===== config.mk =====
export PLATFORM = sky130hd
export DESIGN_NAME = pc_redirect_ctrl
export DESIGN_NICKNAME = d
export VERILOG_FILES = /design/src/rtl/pc_redirect_ctrl.sv
export SDC_FILE = /design/constraint.sdc
export NUM_CORES = 1
export LEC_CHECK = 0
export ABC_AREA = 1
export CORE_MARGIN = 2
export CORE_UTILIZATION = 45
export CTS_CLUSTER_SIZE = 16
export DETAILED_ROUTE_END_ITERATION = 8
export PLACE_DENSITY = 0.91
export RECOVER_POWER = 50
export SYNTH_ARGS = -nofsm -noshare
export SYNTH_HDL_FRONTEND = slang
export SYNTH_SLANG_ARGS = --single-unit

===== constraint.sdc =====
create_clock -name CLK -period 2 [get_ports CLK]
set_input_delay 0.4 -clock CLK [delete_from_list [all_inputs] [get_ports CLK]]
set_output_delay 0.4 -clock CLK [all_outputs]
set_load 0.03 [all_outputs]

===== src/rtl/pc_redirect_ctrl.sv =====
// pc_redirect_ctrl
// ----------------
// Sequences program-counter redirection and front-end squashing for the
// RV32IM pipeline. Takes the EX-stage branch decision and target, arbitrates
// a redirect against load-use stalls and instruction-memory back-pressure,
// and drives the PC mux / PC write enable and the IF/ID and ID/EX flush and
// stall controls.
//
// FSM:
//   IDLE   - normal fetch. A redirect event (EX_VALID & PC_SEL) is accepted
//            here only.
//   PEND   - redirect accepted but IMEM was busy; keep presenting the saved
//            target until the PC write actually happens.
//   SQUASH - PC has been redirected; wrong-path fetches still in flight
//            (FETCH_LAT of them) are flushed out of IF/ID.
//
// Parameters:
//   XLEN      address width
//   FETCH_LAT instruction-memory read latency (0..7) = squash cycles
//   CNT_W     width of the taken-redirect counter
//
// Ports:
//   CLK, RESET_N              clock, asynchronous active-low reset
//   PC_SEL, EX_VALID, TARGET  EX-stage branch/jump decision and target
//   IMEM_BUSY                 fetch cannot accept a new PC this cycle
//   HAZARD_STALL              load-use stall request
//   PC_WRITE, PC_MUX_SEL      PC register enable / mux select (1 = REDIRECT_PC)
//   REDIRECT_PC               redirect address
//   FLUSH_IFID, FLUSH_IDEX    bubble insertion into IF/ID, ID/EX
//   STALL_IFID                hold IF/ID
//   BUSY                      FSM not in IDLE
//   TAKEN_CNT                 saturating count of accepted redirects
//
// All outputs are combinational from state and inputs; no input reaches the
// state registers without passing through the clock edge.

module pc_redirect_ctrl #(
  parameter int XLEN      = 32,
  parameter int FETCH_LAT = 1,
  parameter int CNT_W     = 16
) (
  input  logic             CLK,
  input  logic             RESET_N,
  input  logic             PC_SEL,
  input  logic             EX_VALID,
  input  logic [XLEN-1:0]  TARGET,
  input  logic             IMEM_BUSY,
  input  logic             HAZARD_STALL,
  output logic             PC_WRITE,
  output logic             PC_MUX_SEL,
  output logic [XLEN-1:0]  REDIRECT_PC,
  output logic             FLUSH_IFID,
  output logic             FLUSH_IDEX,
  output logic             STALL_IFID,
  output logic             BUSY,
  output logic [CNT_W-1:0] TAKEN_CNT
);

  typedef enum logic [1:0] {
    S_IDLE   = 2'd0,
    S_PEND   = 2'd1,
    S_SQUASH = 2'd2
  } state_t;

  localparam logic [2:0] LAT3    = FETCH_LAT[2:0];
  localparam bit         HAS_LAT = (FETCH_LAT > 0);

  state_t           r_state;
  logic [XLEN-1:0]  r_tgt_q;
  logic [2:0]       r_sq_cnt;
  logic [CNT_W-1:0] r_taken_cnt;

  logic w_redirect_ev;
  logic w_idle;

  assign w_idle        = (r_state == S_IDLE);
  // Redirects are only recognised in IDLE; during PEND/SQUASH EX carries
  // wrong-path or bubble instructions whose PC_SEL must not be honoured.
  assign w_redirect_ev = w_idle & EX_VALID & PC_SEL;

  // ---------------------------------------------------------------------
  // State
  // ---------------------------------------------------------------------
  always_ff @(posedge CLK or negedge RESET_N) begin
    if (!RESET_N) begin
      r_state     <= S_IDLE;
      r_tgt_q     <= '0;
      r_sq_cnt    <= '0;
      r_taken_cnt <= '0;
    end else begin
      unique case (r_state)
        S_IDLE: begin
          if (w_redirect_ev) begin
            r_tgt_q <= TARGET;
            if (r_taken_cnt != {CNT_W{1'b1}}) begin
              r_taken_cnt <= r_taken_cnt + 1'b1;
            end
            if (IMEM_BUSY) begin
              r_state <= S_PEND;
            end else if (HAS_LAT) begin
              r_state  <= S_SQUASH;
              r_sq_cnt <= LAT3;
            end
          end
        end

        S_PEND: begin
          if (!IMEM_BUSY) begin
            if (HAS_LAT) begin
              r_state  <= S_SQUASH;
              r_sq_cnt <= LAT3;
            end else begin
              r_state <= S_IDLE;
            end
          end
        end

        S_SQUASH: begin
          r_sq_cnt <= r_sq_cnt - 3'd1;
          // A zero count can only appear through corruption; treat it as
          // the last squash cycle rather than wrapping to 7.
          if (r_sq_cnt <= 3'd1) begin
            r_state <= S_IDLE;
          end
        end

        default: begin
          r_state <= S_IDLE;
        end
      endcase
    end
  end

  // ---------------------------------------------------------------------
  // Outputs
  // ---------------------------------------------------------------------
  always_comb begin
    PC_WRITE    = ~IMEM_BUSY;
    PC_MUX_SEL  = 1'b0;
    REDIRECT_PC = r_tgt_q;
    FLUSH_IFID  = 1'b0;
    FLUSH_IDEX  = 1'b0;
    STALL_IFID  = 1'b0;

    unique case (r_state)
      S_IDLE: begin
        if (w_redirect_ev) begin
          // Redirect beats a simultaneous load-use stall: the stalled
          // instruction is on the wrong path and gets flushed anyway.
          PC_MUX_SEL  = 1'b1;
          REDIRECT_PC = TARGET;
          FLUSH_IFID  = 1'b1;
          FLUSH_IDEX  = 1'b1;
        end else if (HAZARD_STALL) begin
          PC_WRITE   = 1'b0;
          STALL_IFID = 1'b1;
          FLUSH_IDEX = 1'b1;
        end
      end

      S_PEND: begin
        PC_MUX_SEL = 1'b1;
        FLUSH_IFID = 1'b1;
        FLUSH_IDEX = 1'b1;
      end

      S_SQUASH: begin
        FLUSH_IFID = 1'b1;
      end

      default: begin
      end
    endcase
  end

  assign BUSY      = ~w_idle;
  assign TAKEN_CNT = r_taken_cnt;

endmodule


Word level (Yosys, flattened, before mapping)
Index checks and enable logic that the tools add are counted.
{ "word_totals": {"wordCells": 44, "output_inout_bits": 54, "in_bits": 38, "ff_bits": 53} }
{ "classes": {"n_addsub": 2, "reduce_logical": 6, "n_bitwise": 4, "eq_ne": 6, "n_lt_le_gt_ge": 1, "mux": 21} }
{ "op_table": {"columns": ["operator", "count"], "rows": [
  ["$mux 32", 2],
  ["$add 16x1->16 const B", 1],
  ["$ne 16x16->1 const B", 1],
  ["$pmux 3 s3", 1],
  ["$mux 1", 8],
  ["$mux 2", 4],
  ["$mux 3", 2],
  ["$ne 2x2->1 const B", 3],
  ["$pmux 1 s2", 3],
  ["$pmux 2 s3", 1],
  ["$reduce_and 3->1", 2],
  ["$le 3x1->1 const B", 1],
  ["$reduce_bool 3->1", 1],
  ["$sub 3x1->3 const B", 1],
  ["$and 1x1->1", 2],
  ["$eq 2x1->1 const B", 1],
  ["$eq 2x2->1 const B", 1],
  ["$logic_not 2->1", 1],
  ["$not 1->1", 2],
  ["$reduce_and 2->1", 1],
  ["$reduce_or 2->1", 1]
]} }

Depth between registers and ports, before layout
Gate-level depths: netlist of run 1.
{ "depth": {"depth_word": 5, "mapped_depth": 9} }

Worst setup path after synthesis of run 1
No wires, ideal clock.
{ "synth_path": {"kind": "register to output", "from": "register r_state[0]", "to": "output port PC_WRITE", "required_ns": 1.600, "path_buffers": 0, "path_stages_with_launch": 7, "t_arrival_ns": 1.635, "slack_ns": -0.035, "path_cell_list": "dfrtp_1 inv_1 ha_1 nand3_4 nand2_1 nor2_1 nor2_1"} }
{ "synth_via": {"elab_chain_cells": 5} }
{ "synth_lines": {"columns": ["element", "line", "source"], "rows": [
  ["from (decl)", "68", "state_t r_state;"],
  ["from (signal assigned)", "86", "r_state <= S_IDLE;"],
  ["from (signal assigned)", "99", "r_state <= S_PEND;"],
  ["from (signal assigned)", "101", "r_state <= S_SQUASH;"],
  ["$logic_not 2->1 *", "76, 145", null],
  ["$and 1x1->1 (2 in series)", "79", "assign w_redirect_ev = w_idle & EX_VALID & PC_SEL;"],
  ["$mux 1", "147", "if (w_redirect_ev) begin"],
  ["$mux 1 *", "145", "unique case (r_state)"],
  ["to (decl)", "49", "output logic PC_WRITE,"]
]} }
Mark *: on every way between the ends. The rest lies on a longest branch, timed or not.

Worst setup path after layout of run 1
{ "layout_path": {"from": "register r_state[1]", "to": "output port REDIRECT_PC[5]"} }
{ "layout_via": {"elab_chain_cells": 5} }
{ "layout_lines": {"columns": ["element", "line", "source"], "rows": [
  ["$logic_not 2->1 *", "76, 145", null],
  ["$and 1x1->1 (2 in series)", "79", null],
  ["$mux 32", "147", null],
  ["$mux 32 *", "145", null],
  ["to (decl)", "51", "output logic [XLEN-1:0] REDIRECT_PC,"]
]} }
Marks and branches as above.

==> results of run 1 <==
[cell usage in the layout, fill, tap and decap left out, drive strengths merged]
| cell | count |
|---|---|
| nand2 | 176 |
| buf | 57 |
| dfrtp | 53 |
| clkdlybuf4s50 | 51 |
| inv | 22 |
| nor2 | 22 |
| nand3 | 11 |
| o21ai | 10 |
| xnor2 | 8 |
| nand4 | 7 |
| ha | 7 |
| clkbuf | 7 |
| o31ai | 2 |
| bufinv | 2 |
| clkinv | 2 |
| a21oi | 1 |
| o211ai | 1 |
| dlygate4sd2 | 1 |
| dlymetal6s2s | 1 |
[worst reg2reg max path, stage by stage, from the launching register on]
cell       delay (ns)
dfrtp_1          0.37
inv_2            0.07
ha_4             0.17
nand3_4          0.09
inv_6            0.06
clkbuf_16        0.17
buf_4            0.14
buf_4            0.14
o21ai_4          0.12
inv_2            0.18
nand2_1          0.10
nand2_1          0.05
[state kept, by name (all words and copies together) (netlist names)]
name and cells:
TAKEN_CNT 16, r_sq_cnt 3, r_state 2, r_tgt_q 32
[power groups by stage]
| stage | Combinational (mW) | Clock [mW] | Sequential [mW] |
|---|---|---|---|
| 5_1_grt | 3.55 | 0.894 | 1.66 |
| 3_3_place_gp | 2.68 | 0 | 1.61 |
| 4_1_cts | 3.07 | 0.846 | 1.61 |
| 3_5_place_dp | 2.77 | 0 | 1.64 |
| 6_report | 3.32 | 0.839 | 1.63 |
| 2_1_floorplan | 1.61 | 0 | 1.67 |
[layout make-up]
| class | instances | area share |
|---|---|---|
| Sequential cell | 53 | 0.330 |
| Multi-Input combinational cell | 245 | 0.309 |
| Timing Repair Buffer | 112 | 0.282 |
| Inverter | 23 | 0.0227 |
| Tap cell | 72 | 0.0224 |
| Clock buffer | 5 | 0.0171 |
| Clock inverter | 3 | 0.0162 |
[cell families (layout without fill, tap and decap cells)]
kind of cell             count (synthesis)  count (layout)  synth area share
XOR/XNOR                                 8               8            0.0269
AO/OA/AOI/OAI                           14              14            0.0341
flip-flops                              53              53             0.510
AND/OR/NAND/NOR                        216             216             0.344
adder cells (fa/ha/maj)                  7               7            0.0337
buffers and inverters                   31             143            0.0519
[routing by layer]
metal | global-route usage | up-vias | routed length, µm
met5 | 0 | - | 0
met4 | 0.0627 | 0 | 82
met3 | 0.0506 | 7 | 461
met2 | 0.374 | 80 | 3480
met1 | 0.274 | 1183 | 3080
li1 | - | 1240 | -
[metrics by stage]
step,area (µm²),util,TNS (ns)
detailed placement,3580,0.647,-0.358
finish,4020,0.726,-0.0487
CTS,3870,0.699,-0.0167
global route,4020,0.726,-1.72
floorplan,2610,-,0
global placement,3580,0.647,0
[worst min-delay path by stage]
stage / to / depth (start not counted) / startpoint / slack [ns]
after floorplan: TAKEN_CNT[0] / 0 / RESET_N / 0.10
after global placement: r_tgt_q[6] / 2 / RESET_N / 0.41
after detailed placement: r_tgt_q[23] / 2 / RESET_N / 0.42
after global routing: r_tgt_q[26] / 2 / r_tgt_q[26] / 0.52
final: r_tgt_q[23] / 2 / RESET_N / 0.43
after CTS: r_tgt_q[23] / 2 / RESET_N / 0.09
[repair_timing]
action                     4_1_cts  5_1_grt
setup endpoints to repair       37       35
pin swaps                        1        1
hold buffers                     0        0
resized for setup               45       34
setup buffers                    2        5
gates cloned                     0        1
==> flow_metrics.env, run 1 <==
export IMPL_rsz0062_at_grt="true"
export IMPL_numPortBuffers=91
export IMPL_ys_warn_count=0
export IMPL_tightestPinTransition_ns=1.24
export IMPL_slew_headroom=0.172
export IMPL_drt_wl_total_um=7110
export IMPL_antenna_cells=0
export IMPL_ys_ff_latch=53
export IMPL_synthArstFlopShare=1.00
export IMPL_cp_max_fo=10
export IMPL_cts_root_buf="clkbuf_8"
export IMPL_switching_share=0.426
export IMPL_rows=27
export IMPL_final_layout_size_suffix_gt1_frac=0.274
export IMPL_finalCritPeriodShare=1.01
export IMPL_multi_input_area_mm2=0.00124
export IMPL_synth_fp_nets=374
export IMPL_power_mw=5.79
export IMPL_drc_errors=0
export IMPL_crit_path_max_incr_delay_ns=0.40
export IMPL_max_cap_violations=0
export IMPL_core_area_mm2=0.00554
export IMPL_synth_area_per_cell_um2=7.91
export IMPL_path_common_cell="nand2_1"
export IMPL_seqCellArea_mm2=0.00133
export IMPL_dieWidth_um=80.1
export IMPL_critPathLaunch="r_state[1]"
export IMPL_netlist_area_mm2=0.00260
export IMPL_drt_iter0_markers=100
export IMPL_r2r_start="r_state[1]"
export IMPL_drv_slew=0
export IMPL_fmax_ghz=0.495
export IMPL_wl_per_cell_um=13.9
export IMPL_crit_arrival_ns=1.62
export IMPL_reg2reg_slack_ns=0.26
export IMPL_grt_max_degree=54
export IMPL_clkTransAtPathRegs_ns=0.09
export IMPL_grt_pass1_wl_um=11000
export IMPL_yosys_area_top_type="dfrtp_1"
export IMPL_leakage_nw=1.93
export IMPL_yosysUniqueCellTypes=23
export IMPL_initial_core_util=0.470
export IMPL_setup_viol=5
export IMPL_clock_skew_final_ns=0.00458
export IMPL_firstDrtPassIters=4
export IMPL_power_switching_mw=2.47
export IMPL_grt_antenna_before_repair=0
export IMPL_dpl_cell_count=497
export IMPL_synth_most_common_cell="nand2_1"
export IMPL_worstPathCellList="inv_2, ha_4, nand3_4, inv_6, clkbuf_16, nand2_1, nand2_1, buf_6"
export IMPL_stdcell_count=513
export IMPL_seq_power_share=0.281
export IMPL_worstPathRequired_ns=1.60
export IMPL_via_per_inst=4.89
export IMPL_hold_violations=0
export IMPL_pre_cts_slack_ns=-0.0423
export IMPL_grt_usage=0.218
export IMPL_grt_pass1_vias=2486
export IMPL_path_class="reg -> out"
export IMPL_synth_seq_area_share=0.510
export IMPL_reg2reg_to="TAKEN_CNT[15]"
export IMPL_die_h_um=80.1
export IMPL_vias=2510
export IMPL_worstRegToRegCells=11
export IMPL_synth_top_flop_cell="dfrtp_1"
export IMPL_place_congestion=0.831
export IMPL_endpoint="REDIRECT_PC[5]"
export IMPL_layout_min_cycle_time_ns=2.02
export IMPL_ios=92
export IMPL_peakVddDrop_uv=870
export IMPL_cts_htree_levels=2
export IMPL_clk_latency_ns=0.30
export IMPL_finalNetCount=485
export IMPL_detail_route_antenna_nets=0
export IMPL_cts_tree="yes"
export IMPL_combPwrFrac=0.574
export IMPL_die_area_mm2=0.00641
export IMPL_synth_area_top_cells="dfrtp_1 (51%), nand2_1 (24%), ha_1 (3.4%)"
export IMPL_cp_buffers_inverters=4
export IMPL_clockBufferDepth=2
export IMPL_power_density_mw_per_mm2=1440
export IMPL_cp_slowest_cell="dfrtp_1"
export IMPL_synth_top_cell_area_share=0.510
export IMPL_yosys_top_cells_count="nand2_1 (169), dfrtp_1 (53), inv_1 (20), nor2_1 (19)"
export IMPL_cts_buffers=5
export IMPL_hold_path_class="in -> async"
export IMPL_area_delta_synth_final_pct=54.5
export IMPL_fin_hold_ws_ns=0.435
export IMPL_fill_cells=393
export IMPL_synth_edf_count=0
export IMPL_status="finished, violations left"
export IMPL_hpwl_um=4720
export IMPL_syn_instance_count=329
export IMPL_cts_sinks=53
export IMPL_worstSetupStartpointType="flip-flop"
export IMPL_crit_family="buffers and inverters"
export IMPL_worst_slack_ns=-0.0206
export IMPL_overflow=0
export IMPL_pwr_share_clk=0.145
export IMPL_violations="setup timing"
export IMPL_path_depth=8
export IMPL_crit_path_end_kind="output port"
export IMPL_power_internal_mw=3.32
Note: power is estimated with default switching activity, not from simulation.
==> inputs of run 2 (changes only) <==
CAP_MARGIN = 20   (was not set)
==> results of run 2 <==
Same layout as run 1: the final DEF is identical, and so are final timing and power.
